**src/rtl/sspwm_pkg.sv**
```systemverilog
// Shared defaults and state encoding for the SPWM sine sequencer.
package sspwm_pkg;

    localparam int unsigned SSPWM_LUT_LEN = 20;
    localparam int unsigned SSPWM_IDX_W   = 8;
    localparam int unsigned SSPWM_AMP_W   = 12;
    localparam int unsigned SSPWM_CAR_TOP = 3711;
    localparam int unsigned SSPWM_DT_W    = 6;

    typedef enum logic [1:0] {
        IDLE,
        RUN,
        DRAIN
    } seq_state_e;

endpackage

```
**src/rtl/sspwm_deadtime.sv**
```systemverilog
// Per-leg dead-time inserter: any change of the requested H/L pair blanks
// both gates, then the new pair is released once the dead-time count expires.
module sspwm_deadtime #(
    parameter int unsigned DT_W = 6
) (
    input  logic            clk,
    input  logic            rst_n,
    input  logic            req_h,
    input  logic            req_l,
    input  logic [DT_W-1:0] dead_time,
    output logic            gate_h,
    output logic            gate_l
);

    logic [1:0]      req;
    logic [1:0]      req_q;
    logic [DT_W-1:0] dt_cnt;

    assign req = {req_h, req_l};

    // Track the request, blank on change, release the gate when the count runs out.
    always_ff @(posedge clk or negedge rst_n) begin
        if (!rst_n) begin
            req_q  <= '0;
            dt_cnt <= '0;
            gate_h <= 1'b0;
            gate_l <= 1'b0;
        end else if (req != req_q) begin
            req_q  <= req;
            dt_cnt <= dead_time;
            if (dead_time == '0) begin
                {gate_h, gate_l} <= req;
            end else begin
                {gate_h, gate_l} <= '0;
            end
        end else if (dt_cnt > DT_W'(1)) begin
            dt_cnt <= dt_cnt - 1'b1;
        end else begin
            dt_cnt           <= '0;
            {gate_h, gate_l} <= req_q;
        end
    end

endmodule

```
**src/rtl/sspwm_sine_sequencer.sv**
```systemverilog
// Unipolar SPWM sequencer: triangular carrier, LUT index stepping,
// regular-sampled compare, leg steering and per-leg dead time.
module sspwm_sine_sequencer
    import sspwm_pkg::*;
#(
    parameter int unsigned LUT_LEN = SSPWM_LUT_LEN,
    parameter int unsigned IDX_W   = SSPWM_IDX_W,
    parameter int unsigned AMP_W   = SSPWM_AMP_W,
    parameter int unsigned CAR_TOP = SSPWM_CAR_TOP,
    parameter int unsigned DT_W    = SSPWM_DT_W
) (
    input  logic             clk,
    input  logic             rst_n,
    input  logic             en,
    input  logic [DT_W-1:0]  dead_time,
    input  logic [AMP_W-1:0] sine_in,
    output logic [IDX_W-1:0] teth_ta,
    output logic             gate_ah,
    output logic             gate_al,
    output logic             gate_bh,
    output logic             gate_bl,
    output logic             half_neg,
    output logic             busy,
    output logic             cycle_done
);

    localparam logic [AMP_W-1:0] TOP_V    = AMP_W'(CAR_TOP);
    localparam logic [IDX_W-1:0] IDX_LAST = IDX_W'(LUT_LEN - 1);

    seq_state_e       state, state_nxt;
    logic [AMP_W-1:0] car_cnt;
    logic             dir_down;
    logic [IDX_W-1:0] idx;
    logic [AMP_W-1:0] ref_q;
    logic             leg_b_sel;
    logic             active;
    logic             start;
    logic             at_peak;
    logic             at_valley_next;
    logic             step_idx;
    logic             raw;
    logic             req_ah, req_al, req_bh, req_bl;
    logic             dt_ah, dt_al, dt_bh, dt_bl;

    assign active         = (state != IDLE);
    assign start          = (state == IDLE) && en;
    assign at_peak        = !dir_down && (car_cnt == TOP_V);
    assign at_valley_next = dir_down && (car_cnt == AMP_W'(1));
    // With CAR_TOP==2 the value 2 is the peak itself, so the peak also counts.
    assign step_idx       = (car_cnt == AMP_W'(2)) && (dir_down || at_peak);

    // State register.
    always_ff @(posedge clk or negedge rst_n) begin
        if (!rst_n) begin
            state <= IDLE;
        end else begin
            state <= state_nxt;
        end
    end

    // Next-state: DRAIN ignores en and leaves only at the carrier valley.
    always_comb begin
        state_nxt = state;
        case (state)
            IDLE:    if (en)             state_nxt = RUN;
            RUN:     if (!en)            state_nxt = DRAIN;
            DRAIN:   if (at_valley_next) state_nxt = IDLE;
            default:                     state_nxt = IDLE;
        endcase
    end

    // Triangular carrier: 0..CAR_TOP up, CAR_TOP-1..1 down, parked at 0 in IDLE.
    always_ff @(posedge clk or negedge rst_n) begin
        if (!rst_n) begin
            car_cnt  <= '0;
            dir_down <= 1'b0;
        end else if (!active) begin
            car_cnt  <= '0;
            dir_down <= 1'b0;
        end else if (at_peak) begin
            car_cnt  <= TOP_V - 1'b1;
            dir_down <= 1'b1;
        end else if (at_valley_next) begin
            car_cnt  <= '0;
            dir_down <= 1'b0;
        end else if (dir_down) begin
            car_cnt  <= car_cnt - 1'b1;
        end else begin
            car_cnt  <= car_cnt + 1'b1;
        end
    end

    // LUT index, half-cycle polarity and full-cycle pulse.
    always_ff @(posedge clk or negedge rst_n) begin
        if (!rst_n) begin
            idx        <= '0;
            half_neg   <= 1'b0;
            cycle_done <= 1'b0;
        end else begin
            cycle_done <= 1'b0;
            if (start) begin
                idx      <= '0;
                half_neg <= 1'b0;
            end else if (active && step_idx) begin
                if (idx == IDX_LAST) begin
                    idx        <= '0;
                    half_neg   <= ~half_neg;
                    cycle_done <= half_neg;
                end else begin
                    idx <= idx + 1'b1;
                end
            end
        end
    end

    // Regular sample of the LUT one cycle after the index step. The leg
    // selection is latched here too, so the swap lands on the period whose
    // reference is LUT[0] rather than two cycles early on the old reference.
    // ref_q is cleared at start because a sine LUT begins at zero and the
    // held index may not be 0.
    always_ff @(posedge clk or negedge rst_n) begin
        if (!rst_n) begin
            ref_q     <= '0;
            leg_b_sel <= 1'b0;
        end else if (start) begin
            ref_q     <= '0;
            leg_b_sel <= 1'b0;
        end else if (active && at_valley_next) begin
            ref_q     <= sine_in;
            leg_b_sel <= half_neg;
        end
    end

    // Reference/carrier compare with clamp at the carrier peak.
    always_comb begin
        raw = 1'b0;
        if (ref_q >= TOP_V) begin
            raw = 1'b1;
        end else begin
            raw = (ref_q > car_cnt);
        end
    end

    // Leg steering: one leg modulates, the other holds its low side on.
    always_comb begin
        req_ah = 1'b0;
        req_al = 1'b0;
        req_bh = 1'b0;
        req_bl = 1'b0;
        if (active) begin
            if (leg_b_sel) begin
                req_al = 1'b1;
                req_bh = raw;
                req_bl = ~raw;
            end else begin
                req_ah = raw;
                req_al = ~raw;
                req_bl = 1'b1;
            end
        end
    end

    sspwm_deadtime #(
        .DT_W (DT_W)
    ) u_dt_a (
        .clk       (clk),
        .rst_n     (rst_n),
        .req_h     (req_ah),
        .req_l     (req_al),
        .dead_time (dead_time),
        .gate_h    (dt_ah),
        .gate_l    (dt_al)
    );

    sspwm_deadtime #(
        .DT_W (DT_W)
    ) u_dt_b (
        .clk       (clk),
        .rst_n     (rst_n),
        .req_h     (req_bh),
        .req_l     (req_bl),
        .dead_time (dead_time),
        .gate_h    (dt_bh),
        .gate_l    (dt_bl)
    );

    assign gate_ah = dt_ah & active;
    assign gate_al = dt_al & active;
    assign gate_bh = dt_bh & active;
    assign gate_bl = dt_bl & active;
    assign busy    = active;
    assign teth_ta = idx;

endmodule

```
**config.mk**
```make
export PLATFORM = sky130hd
export DESIGN_NAME = sspwm_sine_sequencer
export DESIGN_NICKNAME = d
export VERILOG_FILES = /design/src/rtl/sspwm_pkg.sv /design/src/rtl/sspwm_deadtime.sv /design/src/rtl/sspwm_sine_sequencer.sv
export SDC_FILE = /design/constraint.sdc
export NUM_CORES = 1
export LEC_CHECK = 0
export ABC_AREA = 1
export CAP_MARGIN = 20
export CORE_MARGIN = 2
export CORE_UTILIZATION = 45
export CTS_BUF_LIST = sky130_fd_sc_hd__clkbuf_8
export DETAILED_ROUTE_END_ITERATION = 6
export GPL_ROUTABILITY_DRIVEN = 1
export HOLD_SLACK_MARGIN = 0.03
export PLACE_DENSITY = 0.65
export SLEW_MARGIN = 20
export SYNTH_ARGS = -nofsm -noshare
export SYNTH_HDL_FRONTEND = slang
export SYNTH_SLANG_ARGS = --single-unit
```
**constraint.sdc**
```tcl
create_clock -name clk -period 2.5 [get_ports clk]
set_clock_uncertainty 0.1 [all_clocks]
set_input_delay 0.5 -clock clk [delete_from_list [all_inputs] [get_ports clk]]
set_output_delay 0.5 -clock clk [all_outputs]
set_load 0.01 [all_outputs]
```
# ---- After elaboration in Yosys (flattened, before gate mapping)
# Cells that the tools add are included.
dict set report word_totals {
  ff_bits 58
  in_bits 21
  output_inout_bits 15
  wordCells 110
}
dict set report classes {
  n_addsub 5
  magnitude_cmp 4
  eq_ne 14
  muxes 49
  bitwise 6
  reduce_logical 16
}
# cell count
set op_table {}
lappend op_table {{12-bit two-way mux} 6}
lappend op_table {{1-bit two-way mux} 32}
lappend op_table {{6-bit two-way mux} 4}
lappend op_table {{8-bit two-way mux} 3}
lappend op_table {{12-bit by 1-bit adder with 12-bit output (second input constant)} 1}
lappend op_table {{12-bit by 1-bit equality test with 1-bit output (second input constant)} 1}
lappend op_table {{12-bit equality test (second input constant)} 1}
lappend op_table {{12-bit by 2-bit equality test with 1-bit output (second input constant)} 1}
lappend op_table {{12-bit greater-or-equal comparator (second input constant)} 1}
lappend op_table {{12-bit > comparator} 1}
lappend op_table {{6-bit by 1-bit > comparator with 1-bit output (second input constant)} 2}
lappend op_table {{12-bit by 1-bit subtractor with 12-bit output (second input constant)} 1}
lappend op_table {{6-bit by 1-bit subtractor with 6-bit output (second input constant)} 2}
lappend op_table {{8-bit by 1-bit adder with 8-bit output (second input constant)} 1}
lappend op_table {{8-bit by 5-bit equality test with 1-bit output (second input constant)} 1}
lappend op_table {{2-bit nonzero test} 4}
lappend op_table {{1-bit logical AND} 6}
lappend op_table {{6-bit zero test} 1}
lappend op_table {{2-bit two-way mux} 3}
lappend op_table {{2-bit != test (second input constant)} 3}
lappend op_table {{2-bit one-hot mux with 3 select lines} 1}
lappend op_table {{1-bit bitwise AND} 4}
lappend op_table {{2-bit by 1-bit != test with 1-bit output (second input constant)} 2}
lappend op_table {{2-bit != test} 2}
lappend op_table {{other kinds (9)} 10}

# ---- Longest topological paths before layout
# Gate-level depths: netlist of run 1.
dict set report depth {
  word_depth 7
  depth_mapped 19
  mapped_depth_nobuf 18
}

# ---- Hierarchy
# A second synthesis of run 1 with hierarchy kept.
dict set report hier_totals {
  hier_cells 525
  area_unflattened_um2 3853.7
}
# mod instances cells_each area_each_um2 seq_area_each_um2
set by_module_without_submodules {}
lappend by_module_without_submodules {sspwm_sine_sequencer 1 353 2590.0 950.9}
lappend by_module_without_submodules {sspwm_deadtime 2 86 631.9 250.2}

# ---- Worst setup path after synthesis of run 1
# OpenSTA, ideal clock, no wires.
dict set report synth_path {
  path_type {reg2reg}
  from {register car_cnt[8]}
  to {register u_dt_a.dt_cnt[3]}
  arrival_ns 1.851
  required_time_ns 2.277
  slack_ns 0.425
  stages_incl_launch_ff 19
  synth_period_minus_slack_ns 2.075
  path_cell_list {dfrtp_1 inv_1 ha_1 nand2_1 inv_2 nand2_4 nor2_4 nand2_1 nand3_2 nand2_2 nand2_4 nand2_4 nand2_2 nand2_2 nand2_4 nand2_4 buf_8 nand2_1 o21ai_2}
}
dict set report synth_between {
  elab_chain_cells 7
  word_cells_on_any_way 9
  cone_classes {order compare: 1; eq/ne: 1; mux: 6; bitwise: 1}
}
# item line
set synth_rtl {}
lappend synth_rtl {{start: declaration} sspwm_sine_sequencer.sv:31} ;# logic [AMP_W-1:0] car_cnt;
lappend synth_rtl {{start signal: assignment} sspwm_sine_sequencer.sv:81} ;# car_cnt <= TOP_V - 1'b1;
lappend synth_rtl {{start signal: assignment} sspwm_sine_sequencer.sv:87} ;# car_cnt <= car_cnt - 1'b1;
lappend synth_rtl {{start signal: assignment} sspwm_sine_sequencer.sv:89} ;# car_cnt <= car_cnt + 1'b1;
lappend synth_rtl {{12-bit > comparator (*)} sspwm_sine_sequencer.sv:140} ;# raw = (ref_q > car_cnt);
lappend synth_rtl {{1-bit two-way mux (*)} sspwm_sine_sequencer.sv:137} ;# if (ref_q >= TOP_V) begin
lappend synth_rtl {{1-bit NOT} sspwm_sine_sequencer.sv:157} ;# req_al = ~raw;
lappend synth_rtl {{1-bit two-way mux} sspwm_sine_sequencer.sv:151} ;# if (leg_b_sel) begin
lappend synth_rtl {{1-bit two-way mux} sspwm_sine_sequencer.sv:150} ;# if (active) begin
lappend synth_rtl {{2-bit != test (*)} sspwm_deadtime.sv:28} ;# end else if (req != req_q) begin
lappend synth_rtl {{6-bit two-way mux (*)} sspwm_deadtime.sv:28}
lappend synth_rtl {{end signal: assignment} sspwm_deadtime.sv:30} ;# dt_cnt <= dead_time;
lappend synth_rtl {{end signal: assignment} sspwm_deadtime.sv:37} ;# dt_cnt <= dt_cnt - 1'b1;
lappend synth_rtl {{end: declaration} sspwm_deadtime.sv:17} ;# logic [DT_W-1:0] dt_cnt;
# Mark *: on every way between the ends. The rest lies on a longest branch, timed or not.
# A chain may end at the register's enable or synchronous reset.

# ---- Final worst setup path of run 1
dict set report layout_path {
  from {register state[1]}
  to {output port busy}
}
dict set report layout_between {
  elab_chain_cells 1
}
# item line
set layout_rtl {}
lappend layout_rtl {{start: declaration} sspwm_sine_sequencer.sv:30} ;# seq_state_e state, state_nxt;
lappend layout_rtl {{start signal: assignment} sspwm_sine_sequencer.sv:57} ;# state <= state_nxt;
lappend layout_rtl {{2-bit nonzero test} sspwm_sine_sequencer.sv:45} ;# assign active = (state != IDLE);
lappend layout_rtl {{end: declaration} sspwm_sine_sequencer.sv:23} ;# output logic busy,
# No other way between the ends.

==> reports/qor.txt, run 1 <==
Status = finished clean
Synth Flop Type = dfrtp_1
Initial antenna violation count = 0
Critical Path RT = 1900 ps
Worst Max-Slew Pin Slew = 742 ps
First-pass GRT wire length = 14200 µm
Min Tclk post-route = 2320 ps
Nets = 560
Post-synth EDFFs = 0
Total gr overflow = 0
XOR/XNOR share of the synthesized area = 2.33%
Die area = 9080 µm²
Chip height = 95.3 µm
Post-synthesis compound-gate area fraction = 12.0%
Via count = 3195
Post-route cell area = 4420 µm²
H-Tree Depth = 3
Detail Route Antenna Nets = 0
Synth cell count leaders = nand2_1, inv_1, dfrtp_1, nor2_1, nand3_1
Syn avg cell area = 7.90 µm²
Yosys cell types = 40
Mux contribution to synthesized area = 0%
Area leader, netlist = dfrtp_1
Reg2reg start = car_cnt[11]
TritonCTS clock tree = built
Crit path kind = flop to primary output
Drt pass-1 iters = 4
VDD IR max = 0.000679 V
Synthesized instance count = 475
Iteration-0 DRC Markers = 105
Clk root buf = clkbuf_8
R2r worst-path depth = 13
Critical path startpoint = state[1]
Synth warn = 0
Critical Path Slowest Stage Cell = clkdlybuf4s50_1
DP HPWL = 6160 µm
Crit Path Max Fanout = 7
Final slew viol count = 0
Post-synth top area share = 38.7%
Fmax = 0.431 GHz
Post-synthesis async set-or-reset flop share = 100%
RSZ-0062 raised after global routing = no
Slew headroom = 50.3%
Vias in the first global route = 3155
Synthesized area = 3750 µm²
Gr usage total = 19.9%
Filler Cell Count = 775
Initial Utilization = 46.1%
Port Buffers = 35
Drt total wl = 8190 µm
Core box area = 8130 µm²
Placed cell area = 4220 µm²
CP Cell Sequence = nor2_2 > inv_1 > clkdlybuf4s50_1
Syn-to-layout area delta = 17.9%
WHS = 37.6 ps
Final hold violation count = 0
Final setup violation count = 0
Pwr Density = 902 nW/µm²
Clock Path Buffers = 2
# diodes = 0
Routability congestion estimate = 0.970
Site Rows = 33
Worst path arrival time = 1720 ps
Top cells by area, synth = dfrtp_1, nand2_1, ha_1, inv_1, nor2_1
Pwr Total = 3990 µW
Post-Synth Simple-Gate Area = 31.0%
Slowest stage delay, CP = 520 ps
Count leader, synth = nand2_1
Hold crit path type = primary input to asynchronous set/reset pin
Worst-Skew Late Latency = 340 ps
Max-Cap Viols = 0
Worst-path clk slew = 70 ps
Top-Level Pins = 36
Routed WL per cell = 13.0 µm
Startpoint Class = flop
Share of cells above drive strength 1 = 14.9%
DRC viols = 0
Flop2flop setup slack = 220 ps
Syn Nets = 517
Die width = 95.3 µm
Post-CTS Hold Fix Bufs = 0
Num CTS Buffers = 9
RR Endpoint = u_dt_b.dt_cnt[5]
Final Cycle Share = 92.8%
Vias per cell = 5.09
Sequential fraction of the synthesis area = 38.7%
Pin count of the biggest net entering global routing = 59
Clk sinks = 58
Post-Synth Adder-Cell Area = 7.00%
Largest family of logic cells by synthesized area = simple AND/OR/NAND/NOR gates
Crit. End Element = primary output
Synth Register Bits = 58
P_leak = 0.00221 µW
Setup TNS = 0 ps
Critical path buffer and inverter count = 2
Crit-path leading delay family = buffers and inverters
[kinds of logic (layout without fill, tap and decap cells)]
kind of cell               count (synthesis)  count (layout)
adders and majority gates                 21              21
xor gates and xnor gates                  10              10
buffers and inverters                     80             128
AOI/OAI and AO/OA                         69              69
and+or+nand+nor                          237             237
DFF                                       58              58
[power breakdown]
| group | leakage [µW] | total (µW) | switching [µW] | internal (µW) |
|---|---|---|---|---|
| logic | 0.00133 | 1870 | 1190 | 675 |
| clock network | 0.000107 | 856 | 376 | 480 |
| registers | 0.000772 | 1270 | 140 | 1130 |
| total | 0.00221 | 3990 | 1710 | 2280 |
[cells in the final DEF (no fill, tap or decap), types with 7 or more instances in the layout]
cell / count
o21ai_2: 12
nand4_1: 17
nor3_1: 7
clkdlybuf4s50_1: 34
dfrtp_1: 58
a21oi_1: 20
o21ai_0: 11
ha_1: 21
xor2_1: 9
clkbuf_8: 10
nand2_1: 88
nand3_1: 36
nand2_2: 14
inv_2: 8
nor2_1: 50
inv_1: 63
[final cells by class]
type,instances,area [µm²],share of cell area (%)
tap,105,131,2.97
clock buffer,10,138,3.11
timing repair buffer,42,410,9.28
multi-input combinational,337,1970,44.6
clock inverter,6,57.6,1.30
inverter,70,263,5.94
sequential,58,1450,32.8
[repair_timing]
action,in CTS,in global routing
gates resized for setup,1,1
buffers inserted,0,0
endpoints found under the setup margin,1,6
[sequential cells by signal, summed over array words and instances, names as in the netlist, 2 cells and up]
register,count
u_dt_b.req_q,2
u_dt_b.dt_cnt,6
u_dt_a.dt_cnt,6
state,2
u_dt_a.req_q,2
car_cnt,12
ref_q,12
teth_ta,8
[metrics by stage]
| step | worst slack [ps] | utilization, % | instances |
|---|---|---|---|
| 3_3_place_gp | 183 | 51.9 | 612 |
| 4_1_cts | 100 | 54.3 | 628 |
| 6_report | 179 | 54.4 | 628 |
| 2_1_floorplan | 425 | - | 475 |
| 5_1_grt | 38.5 | 54.4 | 628 |
| 3_5_place_dp | 117 | 51.9 | 612 |
[worst max path at each step]
| stage | end | slack, ps | depth (start not counted) |
|---|---|---|---|
| 3_3_place_gp | u_dt_b.dt_cnt[0] | 180 | 13 |
| 5_1_grt | u_dt_b.dt_cnt[5] | 40 | 13 |
| 3_5_place_dp | u_dt_b.dt_cnt[5] | 120 | 13 |
| 2_1_floorplan | u_dt_a.dt_cnt[3] | 430 | 18 |
| 4_1_cts | u_dt_b.dt_cnt[5] | 100 | 13 |
| 6_report | busy | 180 | 3 |
[layer usage]
metal	vias to the layer above	part of all wire, %	GRT usage (%)
met4	0	1.6	8.09
met3	13	2.9	3.32
met5	-	0	0
met2	55	46	30.6
met1	1480	50	27.9
li1	1647	-	-
Note: power is estimated with default switching activity, not from simulation.
==> run 2: changes to the inputs <==
ABC_CLOCK_PERIOD_IN_PS = 2500   (was not set)
==> results of run 2 <==
Same layout as run 1: the final DEF is identical, and so are final timing and power.
